<file path="src/rtl/gates_bist_pkg.sv">
// Shared types and the reference behaviour of the gates block for the BIST sequencer.
package gates_bist_pkg;

  typedef enum logic [2:0] {
    IDLE,
    DRIVE,
    SETTLE,
    CHECK,
    DONE
  } state_t;

  localparam int NUM_OUTS = 5;

  // Position of each gates output inside the observed/expected/mismatch vectors
  localparam int BIT_C = 0;  // and
  localparam int BIT_D = 1;  // or
  localparam int BIT_E = 2;  // xor
  localparam int BIT_F = 3;  // not (~a)
  localparam int BIT_G = 4;  // nand

  localparam logic [1:0] VEC_LAST = 2'd3;

  // Returns {nand, not, xor, or, and} for the given stimulus pair
  function automatic logic [NUM_OUTS-1:0] golden(input logic a, input logic b);
    logic [NUM_OUTS-1:0] r;
    r        = '0;
    r[BIT_C] = a & b;
    r[BIT_D] = a | b;
    r[BIT_E] = a ^ b;
    r[BIT_F] = ~a;
    r[BIT_G] = ~(a & b);
    return r;
  endfunction

endpackage

</file>
<file path="src/rtl/gates_bist_controller_golden.sv">
// Combinational reference model of the gates block: stimulus in, expected outputs out.
module gates_golden
  import gates_bist_pkg::*;
(
  input  logic                a,
  input  logic                b,
  output logic [NUM_OUTS-1:0] expected
);

  assign expected = golden(a, b);

endmodule

</file>
<file path="src/rtl/gates_bist_controller.sv">
// BIST sequencer for the gates block: steps {a,b} through all four vectors,
// waits for the outputs to settle, compares against the golden model and
// reports pass/done, a saturating error count and sticky fault masks.
//
//  state  | meaning
//  -------+------------------------------------------------------------
//  IDLE   | waiting for start; results of the last run held
//  DRIVE  | register vec_idx onto a,b; load the settle timer
//  SETTLE | hold a,b for SETTLE_CYCLES cycles (down-counter)
//  CHECK  | compare c..g against golden(a,b); pick next vector/loop
//  DONE   | one-cycle done pulse, then back to IDLE
module gates_bist_controller
  import gates_bist_pkg::*;
#(
  parameter int SETTLE_CYCLES = 2,
  parameter int LOOPS         = 1,
  parameter int ERR_W         = 8
) (
  input  logic             clk,
  input  logic             rst,
  input  logic             start,
  input  logic             c,
  input  logic             d,
  input  logic             e,
  input  logic             f,
  input  logic             g,
  output logic             a,
  output logic             b,
  output logic             busy,
  output logic             done,
  output logic             pass,
  output logic [ERR_W-1:0] err_count,
  output logic [3:0]       fail_mask,
  output logic [4:0]       mismatch_bits
);

  localparam int                   SETTLE_W    = $clog2(SETTLE_CYCLES + 1);
  localparam logic [SETTLE_W-1:0]  SETTLE_LOAD = SETTLE_W'(SETTLE_CYCLES);
  localparam logic [SETTLE_W-1:0]  SETTLE_TC   = SETTLE_W'(1);
  localparam int                   LOOP_W      = (LOOPS > 1) ? $clog2(LOOPS) : 1;
  localparam logic [LOOP_W-1:0]    LOOP_LAST   = LOOP_W'(LOOPS - 1);
  localparam logic [ERR_W-1:0]     ERR_MAX     = '1;

  state_t                state;
  state_t                state_next;
  logic [1:0]            vec_idx;
  logic [LOOP_W-1:0]     loop_cnt;
  logic [SETTLE_W-1:0]   settle_cnt;
  logic [NUM_OUTS-1:0]   expected;
  logic [NUM_OUTS-1:0]   observed;
  logic [NUM_OUTS-1:0]   diff;
  logic                  any_diff;
  logic [ERR_W-1:0]      err_bumped;
  logic [ERR_W-1:0]      err_after;

  gates_golden u_golden (
    .a        (a),
    .b        (b),
    .expected (expected)
  );

  // Pack the loopback inputs in the same bit order the golden model uses
  always_comb begin
    observed        = '0;
    observed[BIT_C] = c;
    observed[BIT_D] = d;
    observed[BIT_E] = e;
    observed[BIT_F] = f;
    observed[BIT_G] = g;
  end

  assign diff       = observed ^ expected;
  assign any_diff   = |diff;
  assign err_bumped = (err_count == ERR_MAX) ? err_count : err_count + 1'b1;
  // The pass decision must see the final CHECK's own update
  assign err_after  = any_diff ? err_bumped : err_count;

  // State register
  always_ff @(posedge clk) begin
    if (rst) begin
      state <= IDLE;
    end else begin
      state <= state_next;
    end
  end

  // Next-state decode and state-derived status outputs
  always_comb begin
    state_next = state;
    busy       = 1'b0;
    done       = 1'b0;
    case (state)
      IDLE: begin
        if (start) state_next = DRIVE;
      end
      DRIVE: begin
        busy       = 1'b1;
        state_next = SETTLE;
      end
      SETTLE: begin
        busy = 1'b1;
        if (settle_cnt == SETTLE_TC) state_next = CHECK;
      end
      CHECK: begin
        busy = 1'b1;
        if (vec_idx != VEC_LAST || loop_cnt != LOOP_LAST) begin
          state_next = DRIVE;
        end else begin
          state_next = DONE;
        end
      end
      DONE: begin
        done       = 1'b1;
        state_next = IDLE;
      end
      default: state_next = IDLE;
    endcase
  end

  // Stimulus, timers, vector/loop indices and result accumulation
  always_ff @(posedge clk) begin
    if (rst) begin
      a             <= 1'b0;
      b             <= 1'b0;
      pass          <= 1'b0;
      err_count     <= '0;
      fail_mask     <= '0;
      mismatch_bits <= '0;
      vec_idx       <= '0;
      loop_cnt      <= '0;
      settle_cnt    <= '0;
    end else begin
      case (state)
        IDLE: begin
          if (start) begin
            pass          <= 1'b0;
            err_count     <= '0;
            fail_mask     <= '0;
            mismatch_bits <= '0;
            vec_idx       <= '0;
            loop_cnt      <= '0;
          end
        end
        DRIVE: begin
          a          <= vec_idx[1];
          b          <= vec_idx[0];
          settle_cnt <= SETTLE_LOAD;
        end
        SETTLE: begin
          if (settle_cnt != SETTLE_TC) settle_cnt <= settle_cnt - 1'b1;
        end
        CHECK: begin
          if (any_diff) begin
            err_count          <= err_bumped;
            fail_mask[vec_idx] <= 1'b1;
            mismatch_bits      <= mismatch_bits | diff;
          end
          if (vec_idx != VEC_LAST) begin
            vec_idx <= vec_idx + 1'b1;
          end else if (loop_cnt != LOOP_LAST) begin
            vec_idx  <= '0;
            loop_cnt <= loop_cnt + 1'b1;
          end
          if (state_next == DONE) pass <= (err_after == '0);
        end
        default: ;
      endcase
    end
  end

endmodule

</file>
<file path="config.mk">
export PLATFORM = sky130hd
export DESIGN_NAME = gates_bist_controller
export DESIGN_NICKNAME = d
export VERILOG_FILES = /design/src/rtl/gates_bist_pkg.sv /design/src/rtl/gates_bist_controller_golden.sv /design/src/rtl/gates_bist_controller.sv
export SDC_FILE = /design/constraint.sdc
export NUM_CORES = 1
export LEC_CHECK = 0
export BUFFER_PORTS_ARGS = -buffer_cell sky130_fd_sc_hd__clkbuf_2
export CORE_MARGIN = 3
export CORE_UTILIZATION = 40
export CTS_BUF_LIST = sky130_fd_sc_hd__clkbuf_8
export DETAILED_ROUTE_END_ITERATION = 12
export PLACE_DENSITY_LB_ADDON = 0.08
export SLEW_MARGIN = 20
export SYNTH_ARGS = -nofsm -noshare
export SYNTH_HDL_FRONTEND = slang
export SYNTH_SLANG_ARGS = --single-unit
</file>
<file path="constraint.sdc">
create_clock -name clk -period 3.9 [get_ports clk]
set_input_delay 0.39 -clock clk [delete_from_list [all_inputs] [get_ports clk]]
set_output_delay 0.39 -clock clk [all_outputs]
set_load 0.005 [all_outputs]
</file>
==> impl_metrics.json <==
{
  "syn2layout_area_growth_pct": 14.8,
  "powerDensity_nw_per_um2": 318,
  "first_iter_violations": 49,
  "drv_slew": 0,
  "cp.arrival_ns": 2.93,
  "critPathMaxFanout": 9,
  "syn_area_per_cell_um2": 8.11,
  "cts_buffers": 3,
  "post_drt_wl_per_cell_um": 13.1,
  "die_w_um": 67.1,
  "ys_ff_latch": 27,
  "synth_cell_types": 41,
  "holdBufCountCts": 0,
  "period_share": 0.707,
  "syn_area_um2": 1490,
  "critPathKind": "reg -> reg",
  "seq_area_frac_synth": 0.362,
  "rsz0062_at_grt": "no",
  "via_per_inst": 5.34,
  "final_common_cell": "nor2_1",
  "core-area_um2": 3470,
  "vdd_drop_max_uv": 228,
  "grt_max_degree": 17,
  "slew_headroom": 0.524,
  "worst_ep_required_time_ns": 4.07,
  "worst_slew_pin_slew_ns": 0.712,
  "netlist_instances": 184,
  "hold_depth": 2,
  "ys_async_sr_fraction": 0,
  "die_h_um": 67.1,
  "synth_edf_count": 0,
  "die-area_um2": 4500,
  "cap_violations": 0,
  "fmax_mhz": 363,
  "drc_errors": 0,
  "ant_nets": 0,
  "finalSetupViolCount": 0,
  "dpl.hpwl_um": 2460,
  "worstHoldPathType": "reg -> reg",
  "finalSetupTns_ns": 0,
  "yosys_warnings": 0,
  "period_minus_slack_ns": 2.76,
  "num_rows": 21,
  "cts_resized": 0,
  "grt_pass1_wl_um": 5800,
  "drive_gt1_frac": 0.201,
  "first_pass_iters": 4,
  "fin_cells": 255,
  "clock_latency_ns": 0.27,
  "end_kind": "register",
  "cts_setup_buffers": 0,
  "path_clk_slew_ns": 0.10,
  "outcome": "complete, no violations",
  "cts_tree": "built",
  "htreeDepth": 1,
  "diodes": 0,
  "vias": 1362,
  "grt_pass1_vias": 1277,
  "io_pins": 30,
  "start_util": 0.430,
  "antenna_found_initial": 0,
  "power_mw": 0.544,
  "mostFrequentLayoutCells": "nor2_1 (32), clkbuf_2 (29), dfxtp_1 (27), a21oi_1 (25), o21ai_0 (11)",
  "start_kind": "register",
  "wl_um": 3330,
  "finalHoldViolations": 0,
  "root_buffer": "clkbuf_8",
  "fillers": 376,
  "fin_worst_skew_ns": 0.00633,
  "reg2reg_depth": 7,
  "clockBufferDepth": 2,
  "nNetsFinal": 226,
  "track_usage": 0.167,
  "cts_sinks": 27,
  "grt_overflow": 0,
  "p_leak_nw": 0.668,
  "dp.cells": 251,
  "syn_nets": 200,
  "routabilityCongestion": 0.853,
  "io_buffers": 29,
  "synth-main-ff-cell": "dfxtp_1"
}
==> per-layer routing <==
metal	GRT usage	wire length [um]	share of wire
met1	0.225	1650	0.49
met2	0.269	1560	0.47
met3	0.0354	104	0.031
met4	0.0430	18	0.0054
met5	0	0	0
==> through the flow <==
step	hold slack [ns]	utilization	worst slack, ns	instance area (um^2)
5_1_grt	0.530	0.494	0.895	1710
3_3_place_gp	0.451	0.480	1.24	1660
3_5_place_dp	0.462	0.480	1.15	1660
2_1_floorplan	0.460	-	1.36	1490
6_report	0.480	0.494	1.14	1710
4_1_cts	0.488	0.494	1.12	1710
==> worst max-delay path: stages (launching register included) <==
cell and delay (ns):
dfxtp_1 0.35, ha_1 0.27, or3b_4 0.42, a2111oi_4 0.61, nor4b_2 0.18, mux2_4 0.33
o21a_1 0.16, o41ai_1 0.34
==> registers in the layout, indices dropped and copies added, names as in the netlist <==
| signal | count |
|---|---|
| vec_idx | 2 |
| settle_cnt | 2 |
| state | 3 |
| a | 1 |
| pass | 1 |
| err_count | 8 |
| b | 1 |
| mismatch_bits | 5 |
| fail_mask | 4 |
==> final timing paths <==
check | start | end | slack, ns
min reg2reg | mismatch_bits[2]$_SDFFE_PP0P_ | mismatch_bits[2]$_SDFFE_PP0P_ | 0.48
max | a$_SDFFE_PP0P_ | pass$_SDFFE_PP0P_ | 1.14
max reg2reg | a$_SDFFE_PP0P_ | pass$_SDFFE_PP0P_ | 1.14
min | mismatch_bits[2]$_SDFFE_PP0P_ | mismatch_bits[2]$_SDFFE_PP0P_ | 0.48
==> cells in the mapped netlist (2+ instances only) <==
| library cell | number | area, um^2 |
|---|---|---|
| nor3b_1 | 2 | 15.0 |
| nand3_1 | 3 | 15.0 |
| nand2_1 | 6 | 22.5 |
| or2_2 | 2 | 12.5 |
| clkbuf_1 | 6 | 22.5 |
| nand4_1 | 4 | 25.0 |
| dfxtp_1 | 27 | 541 |
| o21ai_0 | 11 | 55.1 |
| and2_1 | 3 | 18.8 |
| nor2_1 | 32 | 120 |
| nor4_1 | 2 | 12.5 |
| mux2i_1 | 3 | 30.0 |
| xor2_1 | 3 | 26.3 |
| inv_1 | 8 | 30.0 |
| or3b_2 | 2 | 17.5 |
| o21a_1 | 2 | 15.0 |
| nor3_1 | 8 | 40.0 |
| ha_1 | 8 | 100 |
| nand3b_1 | 3 | 22.5 |
| xnor2_1 | 4 | 35.0 |
| a21oi_1 | 25 | 125 |
==> power breakdown <==
part,total (mW),switching (mW),internal [mW]
clock,0.161,0.0889,0.0725
combinational,0.0832,0.0480,0.0351
sequential,0.300,0.0132,0.287
==> area by class of cell <==
class,count,area (um^2),area share
clock buffer,3,41.3,0.0241
clock inverter,1,7.51,0.00438
inverter,8,30.0,0.0175
multi-input combinational,141,891,0.520
sequential,27,541,0.316
tap,46,57.6,0.0336
timing repair buffer,29,145,0.0847
==> kinds of logic (layout without fill, tap and decap cells) <==
group	count (synthesis)	in the layout	share of synthesized area
and+or+nand+nor	74	74	0.258
AOI/OAI and AO/OA	48	48	0.200
DFF	27	27	0.362
buffers and inverters	16	41	0.0411
adders and majority gates	8	8	0.0671
xor gates and xnor gates	7	7	0.0411
muxes	4	4	0.0302
Note: power is estimated with default switching activity, not from simulation.
